==> src/rtl/if_layer_if.sv <==
// Bundles the timestep handshake, fire outputs and weight-write port of if_layer.
// master = spike source / weight programmer, slave = the neuron layer.
interface if_layer_if #(
    parameter int NUM_INPUTS   = 4,
    parameter int NUM_OUTPUTS  = 2,
    parameter int WEIGHT_WIDTH = 8
);
    localparam int NEURON_IDX_W = (NUM_OUTPUTS > 1) ? $clog2(NUM_OUTPUTS) : 1;
    localparam int INPUT_IDX_W  = (NUM_INPUTS > 1) ? $clog2(NUM_INPUTS) : 1;

    logic                    step_valid;
    logic                    step_ready;
    logic [NUM_INPUTS-1:0]   spike_in;
    logic [NUM_OUTPUTS-1:0]  spike_out;
    logic                    out_valid;
    logic                    busy;
    logic                    wr_en;
    logic [NEURON_IDX_W-1:0] wr_neuron;
    logic [INPUT_IDX_W-1:0]  wr_input;
    logic [WEIGHT_WIDTH-1:0] wr_data;

    modport master (
        output step_valid, spike_in, wr_en, wr_neuron, wr_input, wr_data,
        input  step_ready, spike_out, out_valid, busy
    );

    modport slave (
        input  step_valid, spike_in, wr_en, wr_neuron, wr_input, wr_data,
        output step_ready, spike_out, out_valid, busy
    );
endinterface

==> src/rtl/if_layer.sv <==
// Layer of integrate-and-fire neurons with a programmable weight memory.
// All neurons integrate in parallel; inputs are walked one per cycle, then a
// single FIRE cycle thresholds and resets every neuron.
// Optional macro CFG_LEAK_EN: non-firing neurons above RESET_POTENTIAL leak by
// LEAK per timestep (clamped at RESET_POTENTIAL).
module if_layer #(
    parameter int NUM_INPUTS      = 4,
    parameter int NUM_OUTPUTS     = 2,
    parameter int WEIGHT_WIDTH    = 8,
    parameter int POT_WIDTH       = 16,
    parameter int THRESHOLD       = 10,
    parameter int RESET_POTENTIAL = 0,
    parameter int LEAK            = 1
) (
    input  logic      clk,
    input  logic      rst,
    if_layer_if.slave bus
);
    localparam int IDX_W = (NUM_INPUTS > 1) ? $clog2(NUM_INPUTS) : 1;
    localparam int NIDX_W = (NUM_OUTPUTS > 1) ? $clog2(NUM_OUTPUTS) : 1;

    localparam logic signed [POT_WIDTH-1:0] POT_MAX   = {1'b0, {(POT_WIDTH-1){1'b1}}};
    localparam logic signed [POT_WIDTH-1:0] POT_MIN   = {1'b1, {(POT_WIDTH-1){1'b0}}};
    localparam logic signed [POT_WIDTH-1:0] POT_RESET = POT_WIDTH'(RESET_POTENTIAL);
    localparam logic [IDX_W-1:0]            IDX_LAST  = IDX_W'(NUM_INPUTS - 1);

    typedef enum logic [1:0] {S_IDLE, S_ACCUM, S_FIRE} state_t;

    state_t                  state_q, state_d;
    logic [IDX_W-1:0]        idx_q, idx_d;
    logic [NUM_INPUTS-1:0]   spikes_q, spikes_d;
    logic [NUM_OUTPUTS-1:0]  spike_out_q, spike_out_d;
    logic                    out_valid_q, out_valid_d;
    logic [NUM_OUTPUTS-1:0]  fire_now;
    logic                    wr_ok;

    logic signed [POT_WIDTH-1:0]    pot_q [NUM_OUTPUTS];
    logic signed [POT_WIDTH-1:0]    pot_d [NUM_OUTPUTS];
    logic signed [WEIGHT_WIDTH-1:0] w_q [NUM_OUTPUTS][NUM_INPUTS];
    logic signed [WEIGHT_WIDTH-1:0] w_d [NUM_OUTPUTS][NUM_INPUTS];

    // Add a weight to a potential, clamping to the signed potential range.
    function automatic logic signed [POT_WIDTH-1:0] sat_add(
        input logic signed [POT_WIDTH-1:0]    a,
        input logic signed [WEIGHT_WIDTH-1:0] b
    );
        logic [POT_WIDTH:0] s;
        s = {a[POT_WIDTH-1], a} + {{(POT_WIDTH+1-WEIGHT_WIDTH){b[WEIGHT_WIDTH-1]}}, b};
        if (s[POT_WIDTH] != s[POT_WIDTH-1]) begin
            sat_add = s[POT_WIDTH] ? POT_MIN : POT_MAX;
        end else begin
            sat_add = s[POT_WIDTH-1:0];
        end
    endfunction

    // Weights may only change while no timestep is in flight.
    assign wr_ok = bus.wr_en && (state_q == S_IDLE);

    assign bus.step_ready = (state_q == S_IDLE);
    assign bus.busy       = (state_q != S_IDLE);
    assign bus.spike_out  = spike_out_q;
    assign bus.out_valid  = out_valid_q;

    // Sequencer next-state: capture on accept, walk inputs, single FIRE cycle.
    always_comb begin
        state_d     = state_q;
        idx_d       = idx_q;
        spikes_d    = spikes_q;
        spike_out_d = spike_out_q;
        out_valid_d = 1'b0;
        case (state_q)
            S_IDLE: begin
                if (bus.step_valid) begin
                    spikes_d = bus.spike_in;
                    idx_d    = '0;
                    state_d  = S_ACCUM;
                end
            end
            S_ACCUM: begin
                if (idx_q == IDX_LAST) begin
                    idx_d   = '0;
                    state_d = S_FIRE;
                end else begin
                    idx_d = idx_q + 1'b1;
                end
            end
            S_FIRE: begin
                spike_out_d = fire_now;
                out_valid_d = 1'b1;
                state_d     = S_IDLE;
            end
            default: state_d = S_IDLE;
        endcase
    end

    // Sequencer and output registers.
    always_ff @(posedge clk or negedge rst) begin
        if (!rst) begin
            state_q     <= S_IDLE;
            idx_q       <= '0;
            spikes_q    <= '0;
            spike_out_q <= '0;
            out_valid_q <= 1'b0;
        end else begin
            state_q     <= state_d;
            idx_q       <= idx_d;
            spikes_q    <= spikes_d;
            spike_out_q <= spike_out_d;
            out_valid_q <= out_valid_d;
        end
    end

    genvar gi, gj;
    generate
        for (gi = 0; gi < NUM_OUTPUTS; gi++) begin : g_neuron
            assign fire_now[gi] = (pot_q[gi] >= THRESHOLD);

            // Membrane update: integrate the current input in ACCUM, threshold in FIRE.
            always_comb begin
`ifdef CFG_LEAK_EN
                logic signed [POT_WIDTH:0] leak_diff;
                leak_diff = '0;
`endif
                pot_d[gi] = pot_q[gi];
                if (state_q == S_ACCUM) begin
                    if (spikes_q[idx_q]) begin
                        pot_d[gi] = sat_add(pot_q[gi], w_q[gi][idx_q]);
                    end
                end else if (state_q == S_FIRE) begin
                    if (fire_now[gi]) begin
                        pot_d[gi] = POT_RESET;
                    end
`ifdef CFG_LEAK_EN
                    else if (pot_q[gi] > POT_RESET) begin
                        // Widened subtract so a leak near the negative rail cannot wrap.
                        leak_diff = $signed({pot_q[gi][POT_WIDTH-1], pot_q[gi]})
                                    - $signed((POT_WIDTH+1)'(LEAK));
                        pot_d[gi] = (leak_diff > $signed({POT_RESET[POT_WIDTH-1], POT_RESET}))
                                    ? leak_diff[POT_WIDTH-1:0] : POT_RESET;
                    end
`endif
                end
            end

            // Membrane potential register.
            always_ff @(posedge clk or negedge rst) begin
                if (!rst) begin
                    pot_q[gi] <= POT_RESET;
                end else begin
                    pot_q[gi] <= pot_d[gi];
                end
            end

            for (gj = 0; gj < NUM_INPUTS; gj++) begin : g_syn
                // Weight write decode; indices outside the array never match and are dropped.
                always_comb begin
                    w_d[gi][gj] = w_q[gi][gj];
                    if (wr_ok && (bus.wr_neuron == NIDX_W'(gi)) && (bus.wr_input == IDX_W'(gj))) begin
                        w_d[gi][gj] = bus.wr_data;
                    end
                end

                // Weight register.
                always_ff @(posedge clk or negedge rst) begin
                    if (!rst) begin
                        w_q[gi][gj] <= '0;
                    end else begin
                        w_q[gi][gj] <= w_d[gi][gj];
                    end
                end
            end
        end
    endgenerate
endmodule
==> src/flat_wrapper.sv <==
// flat-port wrapper written by rule: the top's interface ports become plain ports
module if_layer_flat 
#(
    parameter int NUM_INPUTS      = 4,
    parameter int NUM_OUTPUTS     = 2,
    parameter int WEIGHT_WIDTH    = 8,
    parameter int POT_WIDTH       = 16,
    parameter int THRESHOLD       = 10,
    parameter int RESET_POTENTIAL = 0,
    parameter int LEAK            = 1
)
  (clk, rst, bus_step_valid, bus_spike_in, bus_wr_en, bus_wr_neuron, bus_wr_input, bus_wr_data, bus_step_ready, bus_spike_out, bus_out_valid, bus_busy);
  if_layer_if #(.NUM_INPUTS(NUM_INPUTS), .NUM_OUTPUTS(NUM_OUTPUTS), .WEIGHT_WIDTH(WEIGHT_WIDTH)) bus_i ();
  input  logic clk;
  input  logic rst;
  input wire logic [$bits(bus_i.step_valid)-1:0] bus_step_valid;
  input wire logic [$bits(bus_i.spike_in)-1:0] bus_spike_in;
  input wire logic [$bits(bus_i.wr_en)-1:0] bus_wr_en;
  input wire logic [$bits(bus_i.wr_neuron)-1:0] bus_wr_neuron;
  input wire logic [$bits(bus_i.wr_input)-1:0] bus_wr_input;
  input wire logic [$bits(bus_i.wr_data)-1:0] bus_wr_data;
  output wire logic [$bits(bus_i.step_ready)-1:0] bus_step_ready;
  output wire logic [$bits(bus_i.spike_out)-1:0] bus_spike_out;
  output wire logic [$bits(bus_i.out_valid)-1:0] bus_out_valid;
  output wire logic [$bits(bus_i.busy)-1:0] bus_busy;
  assign bus_i.step_valid = bus_step_valid;
  assign bus_i.spike_in = bus_spike_in;
  assign bus_i.wr_en = bus_wr_en;
  assign bus_i.wr_neuron = bus_wr_neuron;
  assign bus_i.wr_input = bus_wr_input;
  assign bus_i.wr_data = bus_wr_data;
  assign bus_step_ready = bus_i.step_ready;
  assign bus_spike_out = bus_i.spike_out;
  assign bus_out_valid = bus_i.out_valid;
  assign bus_busy = bus_i.busy;
  if_layer #(.NUM_INPUTS(NUM_INPUTS), .NUM_OUTPUTS(NUM_OUTPUTS), .WEIGHT_WIDTH(WEIGHT_WIDTH), .POT_WIDTH(POT_WIDTH), .THRESHOLD(THRESHOLD), .RESET_POTENTIAL(RESET_POTENTIAL), .LEAK(LEAK)) u_core (.clk(clk), .rst(rst), .bus(bus_i));
endmodule
==> config.mk <==
export PLATFORM = sky130hd
export DESIGN_NAME = if_layer_flat
export DESIGN_NICKNAME = d
export VERILOG_FILES = /design/src/rtl/if_layer_if.sv /design/src/rtl/if_layer.sv /design/src/flat_wrapper.sv
export SDC_FILE = /design/constraint.sdc
export NUM_CORES = 1
export LEC_CHECK = 0
export CORE_MARGIN = 2
export CORE_UTILIZATION = 60
export DETAILED_ROUTE_END_ITERATION = 8
export PLACE_DENSITY = 0.83
export SYNTH_ARGS = -nofsm -noshare
export SYNTH_HDL_FRONTEND = slang
export SYNTH_SLANG_ARGS = --single-unit
==> constraint.sdc <==
create_clock -name clk -period 4.3 [get_ports clk]
set_input_delay 0.86 -clock clk [delete_from_list [all_inputs] [get_ports clk]]
set_output_delay 0.86 -clock clk [all_outputs]
set_load 0.1 [all_outputs]
==> flow_metrics.tcl <==
set metrics [dict create \
    outcome "completed" \
    synthToLayoutAreaGrowth_pct 8.81 \
    fill_cells 730 \
    synth-xor-area-share_pct 3.33 \
    yosysUniqueCellTypes 65 \
    postRouteAntennaNets 0 \
    min_period_ps 3880 \
    clkLatencyLatePin_ps 380 \
    vias_per_cell 6.58 \
    synth-compound-area-share_pct 16.7 \
    utilization_pct 66.8 \
    async_flop_share_pct 100 \
    crit_type "flop to flop" \
    worst_setup_path_start_kind "flop" \
    yosys.area_share.adder_pct 8.61 \
    startpoint "u_core.idx_q[0]$_DFFE_PN0P_" \
    die_x_um 106 \
    rows 37 \
    r2r_start "u_core.idx_q[0]$_DFFE_PN0P_" \
    drt_iter0_markers 243 \
    drive_gt1_share_pct 22.0 \
    finalSetupViolations 0 \
    grt_pass1_vias 4694 \
    wl_um 13800 \
    crit_slowest_cell "dfrtp_1" \
    cts.htree.levels 3 \
    antenna_cells 0 \
    wire_per_inst_um 20.0 \
    vias 4519 \
    path_delay_family "compound AO/OA/AOI/OAI gates" \
    yosys.area.top_type "dfrtp_1" \
    ctsLongestPathBuffers 2 \
    core_area_um2 10200 \
    portBuffers 23 \
    ctsResizeCount 0 \
    overflow 0 \
    path_cells "buf_4, mux4_2, ha_1, a211oi_1, o21bai_1, o311ai_2, o211ai_2, xnor2_1, o21a_1, a221o_1" \
    fin_nets 604 \
    ioPinCount 24 \
    synthTopCellsByCount "dfrtp_1 (107), mux2_2 (70), ha_1 (36)" \
    path_buf_inv 1 \
    yosysMostFrequentCell "dfrtp_1" \
    drc_errors 0 \
    syn-cell-area_um2 6280 \
    finalCritPeriodShare_pct 90.3 \
    synth_top_family_by_area "multiplexers" \
    cts.sinks 107 \
    synth_top_area_share_pct 42.6 \
    dieArea_um2 11300 \
    muxShareOfSynthArea_pct 18.6 \
    grt_max_degree 48 \
    netlist_instances 525 \
    timing.max_cap.violations 0 \
    path_clk_slew_ps 100 \
    dp_hpwl_um 10100 \
    cp.arrival_ps 4150 \
    yosysSeqAreaShare_pct 42.6 \
    crit_fanout 13 \
    grt_pass1_wl_um 23500 \
    start_util_pct 61.4 \
    gp_congestion 0.941 \
    cts_setup_buffers 0 \
    drt_first_pass_iters 5 \
    endpoint_kind "flop" \
    cts_hold_buf 0 \
    syn-num-nets 582 \
    hold_viol 0 \
    relSlewSlack_pct 21.9 \
    tightest_slew_ps 1170 \
    finalMaxSlewViolations 0 \
    avgSynthCellArea_um2 12.0 \
    cts_buffers 9 \
    netlist_top_cells_area "dfrtp_1 (43%), mux2_2 (13%), ha_1 (7.2%), mux4_2 (5.7%), a221o_1 (3.3%)" \
    synth_ff_type "dfrtp_1" \
    cts-root-buf "clkbuf_8" \
    die_y_um 106 \
    maxClockFrequency_ghz 0.258 \
    synth_edf_count 0 \
    ys_warn_count 0 \
    finalSetupTns_ps 0 \
    finClkSkew_ps 9.90 \
    rsz0062_at_grt "no" \
    tritoncts "yes" \
    hold_path_class "primary input to asynchronous set/reset pin" \
    cp.required_ps 4570 \
    globalRouteTotalUtil_pct 26.4 \
    antenna_found_initial 0 \
    synthSimpleGateAreaFrac_pct 7.97 \
    ys_ff_latch 107 \
    max_stage_delay_ps 580 \
]
-- path summary, 6_finish.rpt --
path	endpoint	slack (ps)	cells after the start
min in group clk	u_core.w_q[7]$_DFFE_PN0P_	520	1
worst min-delay path	u_core.w_q[38]$_DFFE_PN0P_	370	1
worst max-delay path	u_core.pot_q[28]$_DFFE_PN0P_	420	10
worst max register to register	u_core.pot_q[28]$_DFFE_PN0P_	420	10
worst min register to register	u_core.w_q[7]$_DFFE_PN0P_	520	1
max in group asynchronous	u_core.pot_q[23]$_DFFE_PN0P_	3020	2
-- registers in the layout (all words and copies together), names as in the netlist --
signal                cells
u_core.bus.out_valid      1
u_core.state_q            2
u_core.bus.spike_out      2
u_core.w_q               64
u_core.pot_q             32
u_core.spikes_q           4
u_core.idx_q              2
-- layer usage --
layer | routed length (µm) | GRT usage (%)
met1 | 5870 | 35.3
met2 | 6980 | 44.7
met3 | 615 | 3.43
met4 | 284 | 9.40
met5 | 0 | 0
-- layout by cell type, fill, tap and decap left out, types with 9 or more instances in the layout --
| cell type | n |
|---|---|
| dfrtp_1 | 107 |
| mux2_2 | 70 |
| ha_1 | 36 |
| a21oi_1 | 31 |
| nor2_1 | 26 |
| clkdlybuf4s50_1 | 22 |
| a221o_1 | 21 |
| o21ai_0 | 20 |
| nand2_1 | 19 |
| mux4_2 | 16 |
| xnor2_1 | 15 |
| a21o_1 | 13 |
| inv_1 | 11 |
| nand3_1 | 9 |
| clkbuf_8 | 9 |
-- kinds of logic (layout without fill, tap and decap cells) --
logic type / count (synthesis) / after routing
flip-flops: 107 / 107
AO/OA/AOI/OAI: 138 / 138
XOR/XNOR: 23 / 23
buffers and inverters: 30 / 56
AND/OR/NAND/NOR: 96 / 96
multiplexers: 88 / 88
adder cells (fa/ha/maj): 43 / 43
-- through the flow --
stage / std cells / hold WS (ps) / instance area (µm²) / setup slack, ps
floorplan: 525 / 471 / 6280 / 333
detailed placement: 672 / 490 / 6640 / 476
CTS: 687 / 382 / 6830 / 437
global route: 687 / 387 / 6830 / 67.7
finish: 687 / 371 / 6830 / 418
global placement: 672 / 482 / 6640 / 552
-- cell type report --
type / count / area, µm² / area share (%)
well taps: 136 / 170 / 2.49
flip-flops and latches: 107 / 2680 / 39.2
multi-input cells: 388 / 3470 / 50.7
clock buffers: 9 / 124 / 1.81
inverters: 11 / 41.3 / 0.604
clock inverters: 6 / 72.6 / 1.06
repair buffers: 30 / 280 / 4.10
Power is not shown: default switching activity piles up to over one toggle a cycle in this logic, so the estimate is an artifact.
